`config.mk`:
```
export PLATFORM = sky130hd
export DESIGN_NAME = alu_result_buffer
export DESIGN_NICKNAME = d
export VERILOG_FILES = /design/src/rtl/alu_pkg.sv /design/src/rtl/sync_fifo.sv /design/src/rtl/alu_result_buffer.sv
export SDC_FILE = /design/constraint.sdc
export NUM_CORES = 1
export LEC_CHECK = 0
export ABC_AREA = 1
export BUFFER_PORTS_ARGS = -buffer_cell sky130_fd_sc_hd__buf_4
export CELL_PAD_IN_SITES_DETAIL_PLACEMENT = 1
export CELL_PAD_IN_SITES_GLOBAL_PLACEMENT = 1
export CORE_ASPECT_RATIO = 0.6
export CORE_UTILIZATION = 28
export DETAILED_ROUTE_END_ITERATION = 6
export GPL_TIMING_DRIVEN = 0
export PLACE_DENSITY = 0.54
export SLEW_MARGIN = 20
export SYNTH_ARGS = -nofsm -noshare
export SYNTH_HDL_FRONTEND = slang
export SYNTH_SLANG_ARGS = --single-unit
```
`constraint.sdc`:
```
create_clock -name clk -period 3.05 [get_ports clk]
set_input_delay 0.4575 -clock clk [delete_from_list [all_inputs] [get_ports clk]]
set_output_delay 0.4575 -clock clk [all_outputs]
set_load 0.02 [all_outputs]
```
`src/rtl/alu_pkg.sv`:
```
// Shared ALU definitions: opcodes, widths
// and the packed result-buffer entry.
package alu_pkg;

  localparam int ALU_W   = 4;
  localparam int ENTRY_W = 10;

  localparam logic [2:0] OP_ADD = 3'b000;
  localparam logic [2:0] OP_SUB = 3'b001;
  localparam logic [2:0] OP_NOT = 3'b010;
  localparam logic [2:0] OP_AND = 3'b011;
  localparam logic [2:0] OP_OR  = 3'b100;
  localparam logic [2:0] OP_XOR = 3'b101;
  localparam logic [2:0] OP_LT  = 3'b110;
  localparam logic [2:0] OP_EQ  = 3'b111;

  typedef struct packed {
    logic [2:0]       opcode;
    logic [ALU_W-1:0] result;
    logic             carry;
    logic             overflow;
    logic             equal;
  } entry_t;

endpackage

```
`src/rtl/sync_fifo.sv`:
```
// Single-clock FIFO with wrap-bit pointers;
// storage is not reset, only the pointers.
module sync_fifo #(
  parameter int WIDTH = 10,
  parameter int DEPTH = 4,
  localparam int AW = $clog2(DEPTH)
) (
  input  logic             clk,
  input  logic             rst,
  input  logic             push,
  input  logic             pop,
  input  logic [WIDTH-1:0] wdata,
  output logic [WIDTH-1:0] rdata,
  output logic             full,
  output logic             empty,
  output logic [AW:0]      level
);

  logic [WIDTH-1:0] mem [DEPTH];
  logic [AW:0]      wr_ptr;
  logic [AW:0]      rd_ptr;
  logic             do_push;
  logic             do_pop;

  assign full  = (wr_ptr[AW] != rd_ptr[AW])
              && (wr_ptr[AW-1:0] == rd_ptr[AW-1:0]);
  assign empty = (wr_ptr == rd_ptr);
  assign level = wr_ptr - rd_ptr;
  assign rdata = mem[rd_ptr[AW-1:0]];

  assign do_push = push & ~full;
  assign do_pop  = pop & ~empty;

  // Write the tail slot on an accepted push.
  always_ff @(posedge clk) begin
    if (do_push) mem[wr_ptr[AW-1:0]] <= wdata;
  end

  // Advance pointers; reset empties the queue.
  always_ff @(posedge clk or posedge rst) begin
    if (rst) begin
      wr_ptr <= '0;
      rd_ptr <= '0;
    end else begin
      if (do_push) wr_ptr <= wr_ptr + 1'b1;
      if (do_pop)  rd_ptr <= rd_ptr + 1'b1;
    end
  end

endmodule

```
`src/rtl/alu_result_buffer.sv`:
```
// Buffers ALU results for a consumer and keeps
// sticky carry/overflow plus an overflow counter.
module alu_result_buffer
  import alu_pkg::*;
#(
  parameter int DEPTH = 4,
  parameter int CNT_W = 8,
  localparam int LW = $clog2(DEPTH) + 1
) (
  input  logic             clk,
  input  logic             rst,
  input  logic             in_valid,
  output logic             in_ready,
  input  logic [2:0]       in_opcode,
  input  logic [ALU_W-1:0] in_result,
  input  logic             in_carry,
  input  logic             in_overflow,
  input  logic             in_equal,
  output logic             out_valid,
  input  logic             out_ready,
  output logic [2:0]       out_opcode,
  output logic [ALU_W-1:0] out_result,
  output logic             out_carry,
  output logic             out_overflow,
  output logic             out_equal,
  output logic [LW-1:0]    level,
  input  logic             sticky_clr,
  output logic             sticky_carry,
  output logic             sticky_ovf,
  output logic [CNT_W-1:0] ovf_count
);

  entry_t wr_entry;
  entry_t rd_entry;
  entry_t head;
  logic   full;
  logic   empty;
  logic   push;
  logic   pop;

  assign in_ready  = ~full;
  assign out_valid = ~empty;
  assign push      = in_valid & in_ready;
  assign pop       = out_valid & out_ready;

  assign wr_entry = '{
    opcode:   in_opcode,
    result:   in_result,
    carry:    in_carry,
    overflow: in_overflow,
    equal:    in_equal
  };

  sync_fifo #(
    .WIDTH(ENTRY_W),
    .DEPTH(DEPTH)
  ) u_fifo (
    .clk  (clk),
    .rst  (rst),
    .push (push),
    .pop  (pop),
    .wdata(wr_entry),
    .rdata(rd_entry),
    .full (full),
    .empty(empty),
    .level(level)
  );

  assign head         = empty ? '0 : rd_entry;
  assign out_opcode   = head.opcode;
  assign out_result   = head.result;
  assign out_carry    = head.carry;
  assign out_overflow = head.overflow;
  assign out_equal    = head.equal;

  // Sticky flags: a same-cycle set beats clear.
  always_ff @(posedge clk or posedge rst) begin
    if (rst) begin
      sticky_carry <= 1'b0;
      sticky_ovf   <= 1'b0;
    end else begin
      sticky_carry <= (sticky_carry & ~sticky_clr)
                    | (push & in_carry);
      sticky_ovf   <= (sticky_ovf & ~sticky_clr)
                    | (push & in_overflow);
    end
  end

  // Saturating count of accepted overflow entries.
  always_ff @(posedge clk or posedge rst) begin
    if (rst) begin
      ovf_count <= '0;
    end else if (push && in_overflow && (ovf_count != '1)) begin
      ovf_count <= ovf_count + 1'b1;
    end
  end

endmodule

```
# After elaboration in Yosys (flattened, before gate mapping)
# Memory sizes are Yosys's and may differ from the RTL's.
# Index checks and enable logic that the tools add are counted.
# totals
mem_bits_rw	40
wordCells	33
mem_count	1
regBits	16
output_inout_bits	25
# op_classes
eq_ne	4
muxes	3
n_addsub	4
reduce_logical	3
bitwise_logic	13
# mem_list
name	words	width	read_ports	rd_clocked_by_memory_dff	wr	line_no	text
u_fifo.mem	4	10	1	0	1	sync_fifo.sv:19	logic [WIDTH-1:0] mem [DEPTH];
# ops
operator	n
$mux W10	1
$add A8 B1 Y8 const B	1
$and A1 B1 Y1	8
$ne A8 B8 Y1 const B	1
$add A3 B1 Y3 const B	2
$eq A3 B3 Y1	1
$logic_and A1 B1 Y1	3
$not A1 Y1	3
$sub A3 B3 Y3	1
$eq A2 B2 Y1	1
$mux W1	2
$or A1 B1 Y1	2
$ne A1 B1 Y1	1

# Depth between registers and ports, before layout
# Gate-level depths: netlist of the first run.
# depth
depth_word	7
depth_mapped	11
depth_no_buf	10

# Modules after synthesis
# A second synthesis of the first run with hierarchy kept.
# hier_totals
hier_cells	262
hier_area_um2	2621.3
# modules_own_cells
mod	area_per_inst_um2	n_inst	seq_area_each_um2	cells_per_inst
sync_fifo	1969.4	1	1351.3	162
alu_result_buffer	651.9	1	250.2	100

# Least setup slack after synthesis of the first run
# No wires, ideal clock.
# synth_timing
kind	register to register
start	register u_fifo.rd_ptr[1]
end	memory u_fifo.mem[0][0], enable pin
path_slack_ns	0.965
path_stages_with_launch	9
arrival_ns	1.709
path_buffers	1
cell_sequence	dfrtp_1 > inv_1 > buf_2 > ha_1 > nand2_1 > inv_2 > nand3_4 > nand2_4 > nor2_1
# synth_between
elab_chain_cells	7
# synth_rtl
element	line_no	text
from (decl)	sync_fifo.sv:21	logic [AW:0] rd_ptr;
from (signal assigned)	sync_fifo.sv:46	if (do_pop) rd_ptr <= rd_ptr + 1'b1;
$eq A2 B2 Y1 *	sync_fifo.sv:26	&& (wr_ptr[AW-1:0] == rd_ptr[AW-1:0]);
$logic_and A1 B1 Y1 *	sync_fifo.sv:26	
$not A1 Y1 *	alu_result_buffer.sv:41	assign in_ready = ~full;
named net in_ready	alu_result_buffer.sv:13	output logic in_ready,
$and A1 B1 Y1	alu_result_buffer.sv:43	assign push = in_valid & in_ready;
$and A1 B1 Y1 *	sync_fifo.sv:31	assign do_push = push & ~full;
$mux W1 *	sync_fifo.sv:36	if (do_push) mem[wr_ptr[AW-1:0]] <= wdata;
$mux W1 (not written as such) *	sync_fifo.sv:36	
to (decl)	sync_fifo.sv:19	
# The timed path passes the listed nets; every way through them passes the cells marked *.

# Worst setup path in the final report of the first run
# layout_timing
start	register u_fifo.rd_ptr[1]
end	memory u_fifo.mem[0][0], enable pin
# layout_between
elab_chain_cells	7
# layout_rtl
element	line_no
$eq A2 B2 Y1 *	sync_fifo.sv:26
$logic_and A1 B1 Y1 *	sync_fifo.sv:26
$not A1 Y1 *	sync_fifo.sv:31, alu_result_buffer.sv:41
$and A1 B1 Y1	alu_result_buffer.sv:43
$and A1 B1 Y1 *	sync_fifo.sv:31
$mux W1 *	sync_fifo.sv:36
$mux W1 (not written as such) *	sync_fifo.sv:36
# Mark *: on every way between the ends. The rest lies on a longest branch, timed or not.

==> results of run 1 <==
flip-flops by register name, indices dropped and copies added, names as in the netlist:
register / cells
u_fifo.mem: 40
ovf_count: 8
u_fifo.rd_ptr: 3
u_fifo.wr_ptr: 3
sticky_carry: 1
sticky_ovf: 1
path summary, 6_finish.rpt:
check / start / endpoint
setup reg to reg: u_fifo.rd_ptr[1]$_DFFE_PP0P_ / u_fifo.mem[0][0]$_DFFE_PP_
min in group clk: sticky_clr / sticky_carry$_DFF_PP0_
max in group asynchronous: rst / u_fifo.wr_ptr[2]$_DFFE_PP0N_
hold reg to reg: sticky_carry$_DFF_PP0_ / sticky_carry$_DFF_PP0_
hold / removal: rst / ovf_count[3]$_DFFE_PP0P_
setup / recovery: u_fifo.rd_ptr[1]$_DFFE_PP0P_ / u_fifo.mem[0][0]$_DFFE_PP_
cell type report:
class | instances | area (sq um)
inverters | 25 | 93.8
multi-input cells | 158 | 842
plain buffers | 6 | 28.8
clock buffers | 5 | 125
fillers | 987 | 5540
clock inverters | 3 | 21.3
flip-flops and latches | 56 | 1600
repair buffers | 39 | 293
well taps | 112 | 140
cells in the final DEF (no fill, tap or decap), types with 2 or more instances in the layout:
master	n
o21ai_1	20
nand2_2	4
inv_2	5
buf_4	39
nor2_1	47
xor2_1	4
nand3_4	2
dfrtp_1	16
clkbuf_16	5
o21ai_0	5
nor2_4	2
a21oi_1	10
inv_1	20
nor2_2	2
nand3_1	3
edfxtp_1	40
xnor2_1	3
nand2_1	44
ha_1	8
buf_2	5
metrics by stage:
stage / std cells / cell area, sq um / setup slack [ns] / hold slack [ns]
CTS: 404 / 3150 / 0.300 / 0.283
floorplan: 245 / 2560 / 0.965 / 0.371
detailed placement: 396 / 3000 / 0.324 / 0.534
global placement: 396 / 3000 / 0.246 / 0.518
finish: 404 / 3150 / 0.370 / 0.252
global route: 404 / 3150 / 0.154 / 0.329
power breakdown:
part	internal, mW	switching (mW)	total [mW]
combinational	0.651	1.17	1.82
clock	0.307	0.282	0.589
sequential	1.03	0.119	1.15
total	1.99	1.57	3.56
layer usage:
| layer | up-vias | global-route usage [%] |
|---|---|---|
| met5 | - | 0 |
| met2 | 30 | 19.2 |
| met3 | 8 | 3.30 |
| met4 | 0 | 5.12 |
| met1 | 833 | 21.8 |
| li1 | 889 | - |
logic make-up after synthesis:
| logic type | count (synthesis) | share of synthesized area, % |
|---|---|---|
| buffers and inverters | 31 | 4.78 |
| adder cells (fa/ha/maj) | 9 | 4.69 |
| XOR/XNOR | 7 | 2.39 |
| AO/OA/AOI/OAI | 35 | 6.83 |
| AND/OR/NAND/NOR | 107 | 18.8 |
| flip-flops | 56 | 62.5 |
Yosys cell counts, drive strengths merged:
master and n:
xnor2 3, fa 1, nor2 51, a21oi 10
inv 25, xor2 4, buf 5, ha 8
dfrtp 16, o21ai 25, nand3 6, clkbuf 1
edfxtp 40, nand2 49, nand4 1
==> qor.csv, run 1 <==
metric,value,unit
Worst Tran Pin Value,1.07,ns
"flops & latches, synth",56,
Via density,4.36,
clk root buf,clkbuf_16,
chip width,126,um
initial core utilization,29.5,%
Std-Cell Rows,26,
final slew viol count,0,
"delay-heaviest family, CP",simple AND/OR/NAND/NOR gates,
sequential share of the synthesized area,62.5,%
Reg2Reg Depth,8,
Max-Cap Viols,0,
wire length on met2,2.40,mm
Max Buffers Root-to-Sink,2,
ANT cells,0,
CP Capture Type,flip-flop,
HPWL after DPL,4.39,mm
Leakage,1.34,nW
met3 wire len,216,um
R2R setup slack,0.37,ns
top cell type's share of synthesized area,46.9,%
status,"finished, violations left",
clock-pin transition on the worst setup and hold timing paths,0.08,ns
relative slew slack,28.6,%
Final Hold Vio Count,0,
Total GRT Usage,14.2,%
skew final,0.00717,ns
Cells after Synth,245,
DIE AREA,9560,sq um
drt pass-1 iters,6,
GPL Wtd Cong,0.679,
instance count on the critical path,8,
Final period util,87.9,%
Avg Inst Size Synth,10.5,sq um
crit-path cells,inv_1 > buf_2 > ha_1 > nand2_1 > inv_2 > nand3_4 > nand2_4 > nor2_1,
highest routed metal layer,met4,
max frequency,373,MHz
worst vdd ir,0.000453,V
Yosys warnings,0,
share of cells above drive strength 1,24.0,%
drt initial violations,102,
fin crit period,2.68,ns
Routed Antenna Nets,0,
Hold Path Class,input port to async pin,
vias in the first global route,1797,
drt wl/cell,15.3,um
Post-CTS Setup Repair Bufs,0,
Mapped Area,2560,sq um
# DRC,4,
global-route wire length before repair,10.0,mm
fin nets,315,
crit start category,flip-flop,
crit path kind,flip-flop to flip-flop,
total gr overflow,0,
CP Data Arrival Time,2.60,ns
Area contributors post-synth,"edfxtp_1 (47%), dfrtp_1 (16%), nor2_1 (7.0%)",
Post-Route M1 WL,3.47,mm
die span in y,76.1,um
antenna violations before repair,0,
clock sinks,56,
via count,1760,
CTS resizes,0,
critical path required time,2.97,ns
syn_nets,269,
worst skew pair latency,0.30,ns
critical path's largest stage delay,0.81,ns
Area Growth Syn to Fin,22.7,%
CTS tree,yes,
WL final,6.17,mm
largest net degree at the start of global routing,19,
aggregate negative setup slack,0,ns
overall power,3.56,mW
"Core Util, Final",36.2,%
core area,8690,sq um
failing checks,DRC,
final setup vio count,0,
Slowest cell on crit path,nor2_1,
Yosys cell types,23,
CP Max Fanout,10,
"area leader, netlist",edfxtp_1,
power density over the cells,1130,nW/um^2
CTS Hold Bufs,0,
count of buffers from port buffering,39,
WP buf/inv,3,
htree depth,2,
Ports,40,
unrepaired setup endpoints after global routing,false,
CTS Buf Count,5,
Note: power is estimated with default switching activity, not from simulation.
==> run 2: changes to the inputs <==
- ABC_CLOCK_PERIOD_IN_PS: not set -> 3050
- BUFFER_PORTS_ARGS: -buffer_cell sky130_fd_sc_hd__buf_4 -> not set
- DONT_BUFFER_PORTS: not set -> 1
- PLACE_DENSITY: 0.54 -> 0.49
==> qor.csv, run 2 (same netlist as run 1, synthesis figures left out) <==
metric,value,unit,change
status,"finished, violations left",,
failing checks,DRC,,
FILL cells,971,,-1.6%
dpl cell area,2710,sq um,-9.8%
post-route worst setup slack,0.342,ns,-0.0275 ns
crit-path cells,inv_1 > buf_2 > ha_1 > nand2_1 > inv_2 > nand3_2 > inv_2 > a21oi_1,,
overall power,3.31,mW,-7.1%
Max Buffers Root-to-Sink,2,,unchanged
worst vdd ir,0.000339,V,-25%
crit path kind,flip-flop to primary output,,
chip width,126,um,unchanged
Worst path most repeated cell,inv_2,,
Final period util,88.8,%,+0.90 points
crit start category,flip-flop,,
share of cells above drive strength 1,12.3,%,-12 points
relative slew slack,34.9,%,+6.3 points
final slew viol count,0,,unchanged
WL final,6.10,mm,-1.2%
# DRC,2,,-2
CTS Buf Count,5,,unchanged
max frequency,369,MHz,-1.0%
Max-Cap Viols,0,,unchanged
power density over the cells,1140,nW/um^2,+0.97%
die span in y,76.1,um,unchanged
WP buf/inv,4,,+1
htree depth,2,,unchanged
largest net degree at the start of global routing,17,,-2
dpl ws,0.305,ns,-0.0196 ns
Leakage,1.17,nW,-13%
fin cells,364,,-9.9%
Hold Path Class,input port to async pin,,
Final Hold Vio Count,0,,unchanged
Routed Antenna Nets,0,,unchanged
aggregate negative setup slack,0,ns,unchanged
Std-Cell Rows,26,,unchanged
cell area after layout,2890,sq um,-8.0%
Area Growth Syn to Fin,12.9,%,
drt initial violations,71,,-30%
"Core Util, Final",33.3,%,-2.9 points
DIE AREA,9560,sq um,unchanged
Via density,4.50,,+3.4%
Slowest cell on crit path,dfrtp_1,,
multi-input logic area,845,sq um,+0.30%
count of buffers from port buffering,0,,-100%
critical path's largest stage delay,0.44,ns,-0.37 ns
unrepaired setup endpoints after global routing,false,,
CTS tree,yes,,
CP Data Arrival Time,2.25,ns,-0.35 ns
clock-pin transition on the worst setup and hold timing paths,0.07,ns,about the same
CP Capture Type,primary output,,
GPL Wtd Cong,0.685,,+0.85%
"commonest non-fill, non-tap cells in the layout","nor2_1 (46), nand2_1 (44), edfxtp_1 (40)",,
drt pass-1 iters,6,,unchanged
HPWL after DPL,4.39,mm,about the same
clock sinks,56,,unchanged
initial core utilization,29.5,%,unchanged
final setup vio count,0,,unchanged
CP Max Fanout,10,,unchanged
ANT cells,0,,unchanged
Total GRT Usage,13.9,%,-0.33 points
antenna violations before repair,0,,unchanged
Ports,40,,unchanged
Inst Count DP,357,,-9.8%
fin crit period,2.71,ns,+0.0275 ns
CTS resizes,0,,unchanged
hold_ws,0.156,ns,-0.0956 ns
CTS Hold Bufs,0,,unchanged
"delay-heaviest family, CP",buffers and inverters,,
core area,8690,sq um,unchanged
drt wl/cell,16.8,um,+9.6%
fin nets,276,,-12%
"commonest non-fill, non-tap cell in the layout",nor2_1,,
worst skew pair latency,0.29,ns,about the same
global-route wire length before repair,9.60,mm,-4.0%
total gr overflow,0,,unchanged
Post-CTS Setup Repair Bufs,0,,unchanged
critical path required time,2.59,ns,-0.38 ns
skew final,0.00279,ns,-0.00438 ns
Worst Tran Pin Value,0.974,ns,-0.0937 ns
via count,1639,,-6.9%
register area,1600,sq um,unchanged
vias in the first global route,1639,,-8.8%
max reg flops,40,,unchanged
clk root buf,clkbuf_16,,
## run 2: changes by cell type in the layout (fill, tap and decap cells not counted)
| cell | previous run | this run |
|---|---|---|
| buf_4 | 39 | 0 |
| bufinv_16 | 0 | 2 |
| clkinv_2 | 1 | 0 |
| clkinvlp_4 | 1 | 0 |
| inv_6 | 1 | 0 |
| nor2_1 | 47 | 46 |
| nor2_2 | 2 | 3 |
## run 2: worst register-to-register path: stages, from the launching register on
cell,delay (ns)
dfrtp_1,0.44
inv_1,0.11
buf_2,0.25
ha_1,0.27
nand2_1,0.08
inv_2,0.06
nand3_4,0.14
nand2_4,0.12
nor2_1,0.75
## run 2: worst paths after layout
| path | startpoint | endpoint | slack, ns | cells past startpoint |
|---|---|---|---|---|
| hold / removal | rst | u_fifo.rd_ptr[2]$_DFFE_PP0P_ | 0.16 | 1 |
| setup / recovery | u_fifo.rd_ptr[1]$_DFFE_PP0P_ | out_result[3] | 0.34 | 8 |
| setup reg to reg | u_fifo.rd_ptr[1]$_DFFE_PP0P_ | u_fifo.mem[2][4]$_DFFE_PP_ | 0.45 | 8 |
| hold reg to reg | u_fifo.rd_ptr[2]$_DFFE_PP0P_ | u_fifo.rd_ptr[2]$_DFFE_PP0P_ | 0.53 | 2 |
| min in group clk | sticky_clr | sticky_carry$_DFF_PP0_ | 0.25 | 1 |
| max in group asynchronous | rst | sticky_ovf$_DFF_PP0_ | 2.46 | 1 |
## run 2: final cells by class
cell class,instances,share of cell area [%]
plain buffers,6,0.994
clock inverters,2,2.08
inverters,25,3.24
flip-flops and latches,56,55.3
multi-input cells,158,29.2
clock buffers,5,4.32
well taps,112,4.84
## run 2: report_power, final
group          switching (mW)  internal (mW)
registers               0.167           1.03
clock network           0.253          0.466
logic                    1.05          0.340
total                    1.47           1.84
## run 2: layer usage
layer / vias to the layer above / routed length, um / GRT usage, %
li1: 810 / - / -
met1: 774 / 3210 / 20.6
met2: 50 / 2370 / 18.7
met3: 5 / 450 / 4.35
met4: 0 / 70 / 5.12
met5: - / 0 / 0
